### src/rtl/mul_para_a_arbiter_if.sv
// Requester / multiplier / result bundle for the shared-multiplier arbiter.
// master = requesters + multiplier + result consumer side, slave = arbiter.
interface mul_para_a_arbiter_if #(
   parameter int NUM_REQ = 4,
   parameter int ID_W    = 2
);
   logic                   en;
   logic [NUM_REQ-1:0]     req_valid;
   logic [NUM_REQ-1:0]     req_ready;
   logic [NUM_REQ*16-1:0]  req_data;
   logic [15:0]            mul_a;
   logic [22:0]            mul_p;
   logic                   res_valid;
   logic [ID_W-1:0]        res_id;
   logic [22:0]            res_data;
   logic [3:0]             inflight;

   modport master (
      output en, req_valid, req_data, mul_p,
      input  req_ready, mul_a, res_valid, res_id, res_data, inflight
   );

   modport slave (
      input  en, req_valid, req_data, mul_p,
      output req_ready, mul_a, res_valid, res_id, res_data, inflight
   );
endinterface

### src/rtl/mul_para_a_arbiter.sv
// Round-robin arbiter sharing one fixed-latency pipelined multiplier among
// NUM_REQ requesters. A tag pipeline carries the requester id alongside the
// operand so each product comes back labelled with its owner.
module mul_para_a_arbiter #(
   parameter int NUM_REQ     = 4,
   parameter int MUL_LATENCY = 3,
   parameter int ID_W        = $clog2(NUM_REQ)
) (
   input  logic clk,
   input  logic rst_n,
   mul_para_a_arbiter_if.slave bus
);

   logic [ID_W-1:0]                   r_ptr;
   logic [ID_W-1:0]                   w_gnt_id;
   logic [ID_W-1:0]                   w_ptr_nxt;
   logic                              w_found;
   logic                              w_hs;
   logic [15:0]                       r_mul_a;
   // Stage 0 is loaded together with mul_a; stage MUL_LATENCY lines up with
   // the product on mul_p, MUL_LATENCY edges after the operand was registered.
   logic [MUL_LATENCY:0]              r_vld_pipe;
   logic [MUL_LATENCY:0][ID_W-1:0]    r_id_pipe;
   logic                              r_res_valid;
   logic [ID_W-1:0]                   r_res_id;
   logic [22:0]                       r_res_data;
   logic [3:0]                        r_inflight;

   // Requester index at offset o from the pointer, wrapped at NUM_REQ.
   function automatic int wrap_idx(input logic [ID_W-1:0] p, input int o);
      int s;
      s = int'(p) + o;
      if (s >= NUM_REQ) s = s - NUM_REQ;
      return s;
   endfunction

   // Scan from the pointer upward; first valid requester wins.
   always_comb begin
      w_found  = 1'b0;
      w_gnt_id = '0;
      for (int o = 0; o < NUM_REQ; o++) begin
         if (!w_found && bus.req_valid[wrap_idx(r_ptr, o)]) begin
            w_found  = 1'b1;
            w_gnt_id = ID_W'(wrap_idx(r_ptr, o));
         end
      end
   end

   // No grants while disabled or held in reset.
   assign w_hs      = bus.en & w_found & rst_n;
   assign w_ptr_nxt = (w_gnt_id == ID_W'(NUM_REQ - 1)) ? '0 : w_gnt_id + 1'b1;

   // One-hot ready to the winner only.
   always_comb begin
      bus.req_ready = '0;
      if (w_hs) bus.req_ready[w_gnt_id] = 1'b1;
   end

   // Operand register and round-robin pointer; both hold without a handshake
   // so the multiplier input does not toggle when idle.
   always_ff @(posedge clk or negedge rst_n) begin
      if (!rst_n) begin
         r_mul_a <= '0;
         r_ptr   <= '0;
      end else if (w_hs) begin
         r_mul_a <= bus.req_data[16*w_gnt_id +: 16];
         r_ptr   <= w_ptr_nxt;
      end
   end

   // Tag pipeline: shifts every cycle, never stalls.
   always_ff @(posedge clk or negedge rst_n) begin
      if (!rst_n) begin
         r_vld_pipe <= '0;
         r_id_pipe  <= '0;
      end else begin
         r_vld_pipe[0] <= w_hs;
         r_id_pipe[0]  <= w_gnt_id;
         for (int i = 1; i <= MUL_LATENCY; i++) begin
            r_vld_pipe[i] <= r_vld_pipe[i-1];
            r_id_pipe[i]  <= r_id_pipe[i-1];
         end
      end
   end

   // Result register: capture product when its tag reaches the last stage.
   always_ff @(posedge clk or negedge rst_n) begin
      if (!rst_n) begin
         r_res_valid <= 1'b0;
         r_res_id    <= '0;
         r_res_data  <= '0;
      end else if (r_vld_pipe[MUL_LATENCY]) begin
         r_res_valid <= 1'b1;
         r_res_id    <= r_id_pipe[MUL_LATENCY];
         r_res_data  <= bus.mul_p;
      end else begin
         r_res_valid <= 1'b0;
      end
   end

   // Outstanding count: issue adds one, return (result capture) removes one.
   always_ff @(posedge clk or negedge rst_n) begin
      if (!rst_n) begin
         r_inflight <= '0;
      end else begin
         case ({w_hs, r_vld_pipe[MUL_LATENCY]})
            2'b10:   r_inflight <= r_inflight + 4'd1;
            2'b01:   r_inflight <= r_inflight - 4'd1;
            default: r_inflight <= r_inflight;
         endcase
      end
   end

   assign bus.mul_a     = r_mul_a;
   assign bus.res_valid = r_res_valid;
   assign bus.res_id    = r_res_id;
   assign bus.res_data  = r_res_data;
   assign bus.inflight  = r_inflight;

endmodule

### src/flat_wrapper.sv
// flat-port wrapper written by rule: the top's interface ports become plain ports
module mul_para_a_arbiter_flat 
#(
   parameter int NUM_REQ     = 4,
   parameter int MUL_LATENCY = 3,
   parameter int ID_W        = $clog2(NUM_REQ)
)
  (clk, rst_n, bus_en, bus_req_valid, bus_req_data, bus_mul_p, bus_req_ready, bus_mul_a, bus_res_valid, bus_res_id, bus_res_data, bus_inflight);
  mul_para_a_arbiter_if #(.NUM_REQ(NUM_REQ), .ID_W(ID_W)) bus_i ();
  input  logic clk;
  input  logic rst_n;
  input wire logic [$bits(bus_i.en)-1:0] bus_en;
  input wire logic [$bits(bus_i.req_valid)-1:0] bus_req_valid;
  input wire logic [$bits(bus_i.req_data)-1:0] bus_req_data;
  input wire logic [$bits(bus_i.mul_p)-1:0] bus_mul_p;
  output wire logic [$bits(bus_i.req_ready)-1:0] bus_req_ready;
  output wire logic [$bits(bus_i.mul_a)-1:0] bus_mul_a;
  output wire logic [$bits(bus_i.res_valid)-1:0] bus_res_valid;
  output wire logic [$bits(bus_i.res_id)-1:0] bus_res_id;
  output wire logic [$bits(bus_i.res_data)-1:0] bus_res_data;
  output wire logic [$bits(bus_i.inflight)-1:0] bus_inflight;
  assign bus_i.en = bus_en;
  assign bus_i.req_valid = bus_req_valid;
  assign bus_i.req_data = bus_req_data;
  assign bus_i.mul_p = bus_mul_p;
  assign bus_req_ready = bus_i.req_ready;
  assign bus_mul_a = bus_i.mul_a;
  assign bus_res_valid = bus_i.res_valid;
  assign bus_res_id = bus_i.res_id;
  assign bus_res_data = bus_i.res_data;
  assign bus_inflight = bus_i.inflight;
  mul_para_a_arbiter #(.NUM_REQ(NUM_REQ), .MUL_LATENCY(MUL_LATENCY), .ID_W(ID_W)) u_core (.clk(clk), .rst_n(rst_n), .bus(bus_i));
endmodule
### config.mk
export PLATFORM = sky130hd
export DESIGN_NAME = mul_para_a_arbiter_flat
export DESIGN_NICKNAME = d
export VERILOG_FILES = /design/src/rtl/mul_para_a_arbiter_if.sv /design/src/rtl/mul_para_a_arbiter.sv /design/src/flat_wrapper.sv
export SDC_FILE = /design/constraint.sdc
export NUM_CORES = 1
export LEC_CHECK = 0
export BUFFER_PORTS_ARGS = -buffer_cell sky130_fd_sc_hd__buf_2
export CORE_UTILIZATION = 45
export DETAILED_ROUTE_END_ITERATION = 12
export PLACE_DENSITY_LB_ADDON = 0.3
export RECOVER_POWER = 50
export SLEW_MARGIN = 15
export SYNTH_ARGS = -nofsm -noshare
export SYNTH_HDL_FRONTEND = slang
export SYNTH_SLANG_ARGS = --single-unit
### constraint.sdc
create_clock -name clk -period 2 [get_ports clk]
set_input_delay 0.2 -clock clk [delete_from_list [all_inputs] [get_ports clk]]
set_output_delay 0.2 -clock clk [all_outputs]
set_load 0.01 [all_outputs]
# Word level (Yosys, flattened, before mapping)
# Cells that the tools add are included.
# totals
ff_bits	60
in_bits	94
output_inout_bits	50
wordCells	75
# classes
add_sub_neg	10
order_cmp	10
n_eq_ne	3
shift	1
n_mux	30
bitwise	2
n_reduce_logical	8
# ops
cell	count
32-bit by 4-bit less-than comparator with 1-bit output, second input constant	4
32-bit 2-to-1 mux	4
32-bit by 4-bit >= comparator with 1-bit output, second input constant	3
32-bit by 4-bit subtractor with 32-bit output, second input constant	3
64-bit by 7-bit variable part select with 16-bit output	1
1-bit 2-to-1 mux	14
2-bit 2-to-1 mux	5
1-bit binary-select mux with 2-bit select	4
4-bit one-hot mux with 2 select lines	1
2-bit by 2-bit adder with 3-bit output, second input constant	2
4-bit by 1-bit adder with 4-bit output, second input constant	1
2-bit equality test, second input constant	2
1-bit logical AND	4
4-bit 2-to-1 mux	1
2-bit by 3-bit subtractor with 4-bit output, second input constant	1
4-bit by 1-bit subtractor with 4-bit output, second input constant	1
2-bit by 1-bit adder with 3-bit output, second input constant	1
2-bit by 3-bit >= comparator with 1-bit output, second input constant	1
1-bit zero test	3
2-bit by 3-bit less-than comparator with 1-bit output, second input constant	1
2-bit by 1-bit adder with 2-bit output, second input constant	1
1-bit AND	2
1-bit demux with 2-bit select	1
2-bit by 1-bit equality test with 1-bit output, second input constant	1
2 further kinds	2

# Depth between registers and ports, before layout
# depth
ltp_word	20
mapped_depth	10
depth_no_buf	9

# Worst setup path before layout
# No wires, ideal clock.
# synth_timing
path_type	in2reg
start	input port bus_req_valid[1]
end	register u_core.r_inflight[3] (netlist: u_core.bus.inflight[3])
setup_time_ps	125
arrival_time_ps	1862
required_time_ps	1875
path_slack_ps	13
path_stages	10
n_path_buf	1
path_cell_list	nor2_1 -> a31o_2 -> clkbuf_1 -> ha_1 -> ha_1 -> a21o_1 -> a21oi_1 -> xnor2_1 -> nor2_1 -> xor2_1
# synth_between
elab_chain_cells	17
word_cells_on_any_way	28
cone_classes	2 x eq/ne; 17 x mux; 2 x bitwise; 7 x reduce/logical
# synth_rtl
item	line	text
start: declaration	flat_wrapper.sv:13	input wire logic [$bits(bus_i.req_valid)-1:0] bus_req_valid;
1-bit binary-select mux with 2-bit select	mul_para_a_arbiter.sv:42	if (!w_found && bus.req_valid[wrap_idx(r_ptr, o)]) begin
1-bit 2-to-1 mux (implied by the code) (2 in a row)	mul_para_a_arbiter.sv:42	
1-bit 2-to-1 mux	mul_para_a_arbiter.sv:42	
1-bit zero test	mul_para_a_arbiter.sv:42	
1-bit logical AND	mul_para_a_arbiter.sv:42	
1-bit 2-to-1 mux	mul_para_a_arbiter.sv:42	
1-bit zero test	mul_para_a_arbiter.sv:42	
1-bit logical AND	mul_para_a_arbiter.sv:42	
1-bit 2-to-1 mux	mul_para_a_arbiter.sv:42	
1-bit zero test	mul_para_a_arbiter.sv:42	
1-bit logical AND	mul_para_a_arbiter.sv:42	
1-bit 2-to-1 mux *	mul_para_a_arbiter.sv:42	
1-bit AND * (2 in a row)	mul_para_a_arbiter.sv:50	assign w_hs = bus.en & w_found & rst_n;
2-bit by 1-bit equality test with 1-bit output / 2-bit equality test (equally long branches)	mul_para_a_arbiter.sv:106	case ({w_hs, r_vld_pipe[MUL_LATENCY]})
4-bit one-hot mux with 2 select lines / 2-bit nonzero test (equally long branches)	n/a	
end signal: assignment	mul_para_a_arbiter.sv:107	2'b10: r_inflight <= r_inflight + 4'd1;
end signal: assignment	mul_para_a_arbiter.sv:108	2'b01: r_inflight <= r_inflight - 4'd1;
end signal: assignment	mul_para_a_arbiter.sv:109	default: r_inflight <= r_inflight;
end: declaration	mul_para_a_arbiter.sv:27	logic [3:0] r_inflight;
# Mark *: on every way between the ends. The rest lies on a longest branch, timed or not. The select of a mux whose other input is x is not followed.
# A chain may end at the register's enable or synchronous reset.

# Worst setup path after layout
# layout_timing
start	register u_core.r_ptr[1]
end	output port bus_req_ready[3]
# layout_between
elab_chain_cells	20
word_cells_on_any_way	49
cone_classes	7 x add/sub; 6 x order compare; 27 x mux; 2 x bitwise; 7 x reduce/logical
# layout_rtl
item	line	text
start: declaration	mul_para_a_arbiter.sv:14	logic [ID_W-1:0] r_ptr;
start signal: assignment	mul_para_a_arbiter.sv:67	r_ptr <= w_ptr_nxt;
parallel branches: the longest is 14 deep, another holds 32-bit by 4-bit subtractor with 32-bit output	n/a	
2-bit 2-to-1 mux *	mul_para_a_arbiter.sv:42	
net u_core.w_gnt_id[0]	mul_para_a_arbiter.sv:15	logic [ID_W-1:0] w_gnt_id;
2-bit by 3-bit less-than comparator with 1-bit output (implied by the code) / 2-bit by 1-bit >= comparator with 1-bit output (equally long branches)	mul_para_a_arbiter.sv:56	if (w_hs) bus.req_ready[w_gnt_id] = 1'b1;
1-bit logical AND (implied by the code)	mul_para_a_arbiter.sv:56	
1-bit 2-to-1 mux (implied by the code)	mul_para_a_arbiter.sv:56	
1-bit demux with 2-bit select *	n/a	
4-bit 2-to-1 mux *	mul_para_a_arbiter.sv:56	
end: declaration	flat_wrapper.sv:16	output wire logic [$bits(bus_i.req_ready)-1:0] bus_req_ready;
# Mark *: on every way through the listed nets, which the timed path passes. The select of a mux whose other input is x is not followed.

==> impl_metrics.ini <==
[outcome]
status = completed

[floorplanning]
ios = 144
core.rowCount = 28
die_h_um = 81.18
die_w_um = 81.18
floorplan.initialDensity_pct = 47.10
core-area_mm2 = 0.005991
dieArea_mm2 = 0.006590

[placement]
postPlaceCellArea_mm2 = 0.003568
gp_congestion = 0.7108
portBuffers = 143
dpl.hpwl_um = 4165

[global_route]
grt_start_max_net_pins = 61
track_usage_pct = 17.51
grt_pass1_wl_um = 8666
grt_pass1_vias = 1989
antenna_found_initial = 0
grt_overflow_total = 0

[clock_network]
cts_buffers = 9
path_clk_slew_ps = 70
clock_sinks = 60
cts_root_buf = clkbuf_8
cts_tree = done
holdBufCountCts = 0
ctsHtreeMaxLevel = 3
clock_latency_ps = 320
clockBufferDepth = 2

[timing]
tightest_slew_ps = 1424
fin_crit_sh_pct = 98.03
maxSlewViolCount = 0
final-hold-violation-count = 0
fin_crit_ps = 1961
fmax_mhz = 510.1
relSlewSlack_pct = 5.050
fin_tns_setup_ps = 0
setup_viol = 0
clock_skew_ps = 6.382
rsz0062_at_grt = yes

[detailed_routing]
drt_iter0_drc = 30
vias = 2181
final_antenna_net_count = 0
drt_pass1_iterations = 4
detail_route.vias_per_cell = 4.912
route.detailed.drc = 0
wl_um = 5845
post_drt_wl_per_cell_um = 13.16

[min_path]
hold_class = in2reg

[setup_path]
critical_path_buf_inv_count = 3
critPathSlowestCell = dfrtp_2
worst_setup_path_end_kind = output pin
arrival_ps = 1760
start_kind = flop
cp_max_fo = 5
setup.worst_path.class = reg2out
critical_path_required_ps = 1800
crit_family = flip-flops
max_stage_delay_ps = 460
crit_chain = buf_4 > a211o_4 > inv_4 > ha_4 > and2_4 > buf_6

[cells_and_area]
finalNetCount = 466
nFillCells = 473
postLayoutCellArea_mm2 = 0.003865
area_delta_synth_final_pct = 36.98
multiInputGateArea_mm2 = 0.001262
antenna_cells = 0
drive_gt1_share_pct = 56.64
seqCellArea_mm2 = 0.001503

[yosys]
synthArstFlopShare_pct = 100.0
ys_seq_elements = 60
synth.distinct_cells = 29
synth_cells = 210
synth_edf_count = 0
synth_area_mm2 = 0.002821
synth_top_area_share_pct = 53.22
yosysSeqAreaShare_pct = 53.22
synth_nets = 312
ys.flop_type = dfrtp_1
yosysTopAreaCell = dfrtp_1
yosysWarnings = 0
synth.avg_cell_area_um2 = 13.44
synth_area_leaders = dfrtp_1 (53%), mux2i_1 (11%), mux2_2 (10%), o221ai_2 (5.3%), ha_1 (3.1%)

[power]
power.total_mw = 4.445
ir_worst_vdd_v = 0.0004787
cellLeakagePower_nw = 2.003
cellPowerDensity_mw_per_mm2 = 1150

[job]
maxCapViolations = 0
layer usage:
layer | track usage, % | share of wire [%] | vias up
met5 | 0 | 0 | -
met2 | 29.83 | 49 | 102
met4 | 8.571 | 1.4 | 0
met1 | 20.42 | 43 | 1015
li1 | - | - | 1056
met3 | 4.494 | 7.0 | 8
sequential cells by signal, summed over array words and instances, names as in the netlist:
signal,cells
u_core.r_id_pipe,8
u_core.bus.mul_a,16
u_core.bus.res_data,23
u_core.r_ptr,2
u_core.bus.inflight,4
u_core.bus.res_valid,1
u_core.bus.res_id,2
u_core.r_vld_pipe,4
where the power goes:
part	leakage [nW]	switching, mW	total (mW)	internal [mW]
Clock	0.0889	0.444	0.918	0.474
Combinational	1.19	0.872	1.75	0.879
Sequential	0.726	0.200	1.78	1.58
Total	2.00	1.52	4.45	2.93
Yosys cell counts, types with 3 or more instances:
| cell | instances |
|---|---|
| a21oi_1 | 3 |
| and2_1 | 4 |
| buf_6 | 4 |
| clkbuf_1 | 3 |
| dfrtp_1 | 60 |
| ha_1 | 7 |
| inv_1 | 7 |
| mux2_2 | 25 |
| mux2i_1 | 32 |
| nand2_1 | 23 |
| nor2_1 | 3 |
| o221ai_1 | 6 |
| o221ai_2 | 10 |
kinds of logic (layout without fill, tap and decap cells):
family / count (synthesis) / count (layout) / synth area share, %
adders and majority gates: 8 / 8 / 3.814
DFF: 60 / 60 / 53.22
and+or+nand+nor: 35 / 35 / 5.543
muxes: 57 / 57 / 21.33
buffers and inverters: 19 / 178 / 4.834
xor gates and xnor gates: 4 / 4 / 1.242
AOI/OAI and AO/OA: 27 / 27 / 10.02
timing repair:
action,in CTS,in global routing
pin swaps,2,3
gates resized for setup,3,16
setup buffers,3,4
setup endpoints to repair,3,4
metrics by stage:
stage                     setup WS (ps)  util [%]  std cells  hold WS (ps)
after floorplan                   12.63         -        210        -95.59
final                             39.43     64.52        444         112.2
after global placement            126.1     59.57        421         332.4
after global routing             -44.58     64.52        444         98.72
after detailed placement          61.90     59.57        421         337.0
after CTS                         4.205     62.97        440         94.59
cell usage in the layout (no fill, tap or decap), drive strengths merged, types with 2 or more instances in the layout:
master,Yosys,layout
xnor2,2,2
mux2i,32,32
xor2,2,2
a21oi,3,3
mux2,25,25
buf,8,140
clkinv,0,4
nor2,3,3
nand2,25,25
inv,8,8
o221ai,16,16
dfrtp,60,60
clkbuf,3,25
ha,7,7
o21ai,2,2
nand2b,2,2
and2,4,4
cell type report:
type                       instances  area share (%)
sequential                        60           38.88
multi-input combinational        131           32.66
timing repair buffer             154           20.82
clock buffer                      11           3.658
tap                               75           2.428
inverter                           8          0.8417
clock inverter                     5          0.7122
path summary, 6_finish.rpt:
check / start / to / slack (ps) / depth (start not counted)
hold / removal: bus_mul_p[22] / u_core.bus.res_data[22] / 110 / 2
min in group asynchronous: rst_n / u_core.bus.res_data[18] / 400 / 2
hold reg to reg: u_core.r_id_pipe[2] / u_core.r_id_pipe[4] / 350 / 0
setup / recovery: u_core.r_ptr[1] / bus_req_ready[3] / 40 / 6
max in group asynchronous: rst_n / u_core.r_ptr[1] / 660 / 2
setup reg to reg: u_core.r_ptr[0] / u_core.bus.mul_a[4] / 230 / 7
No activity file was read; power rests on OpenSTA's default activity.
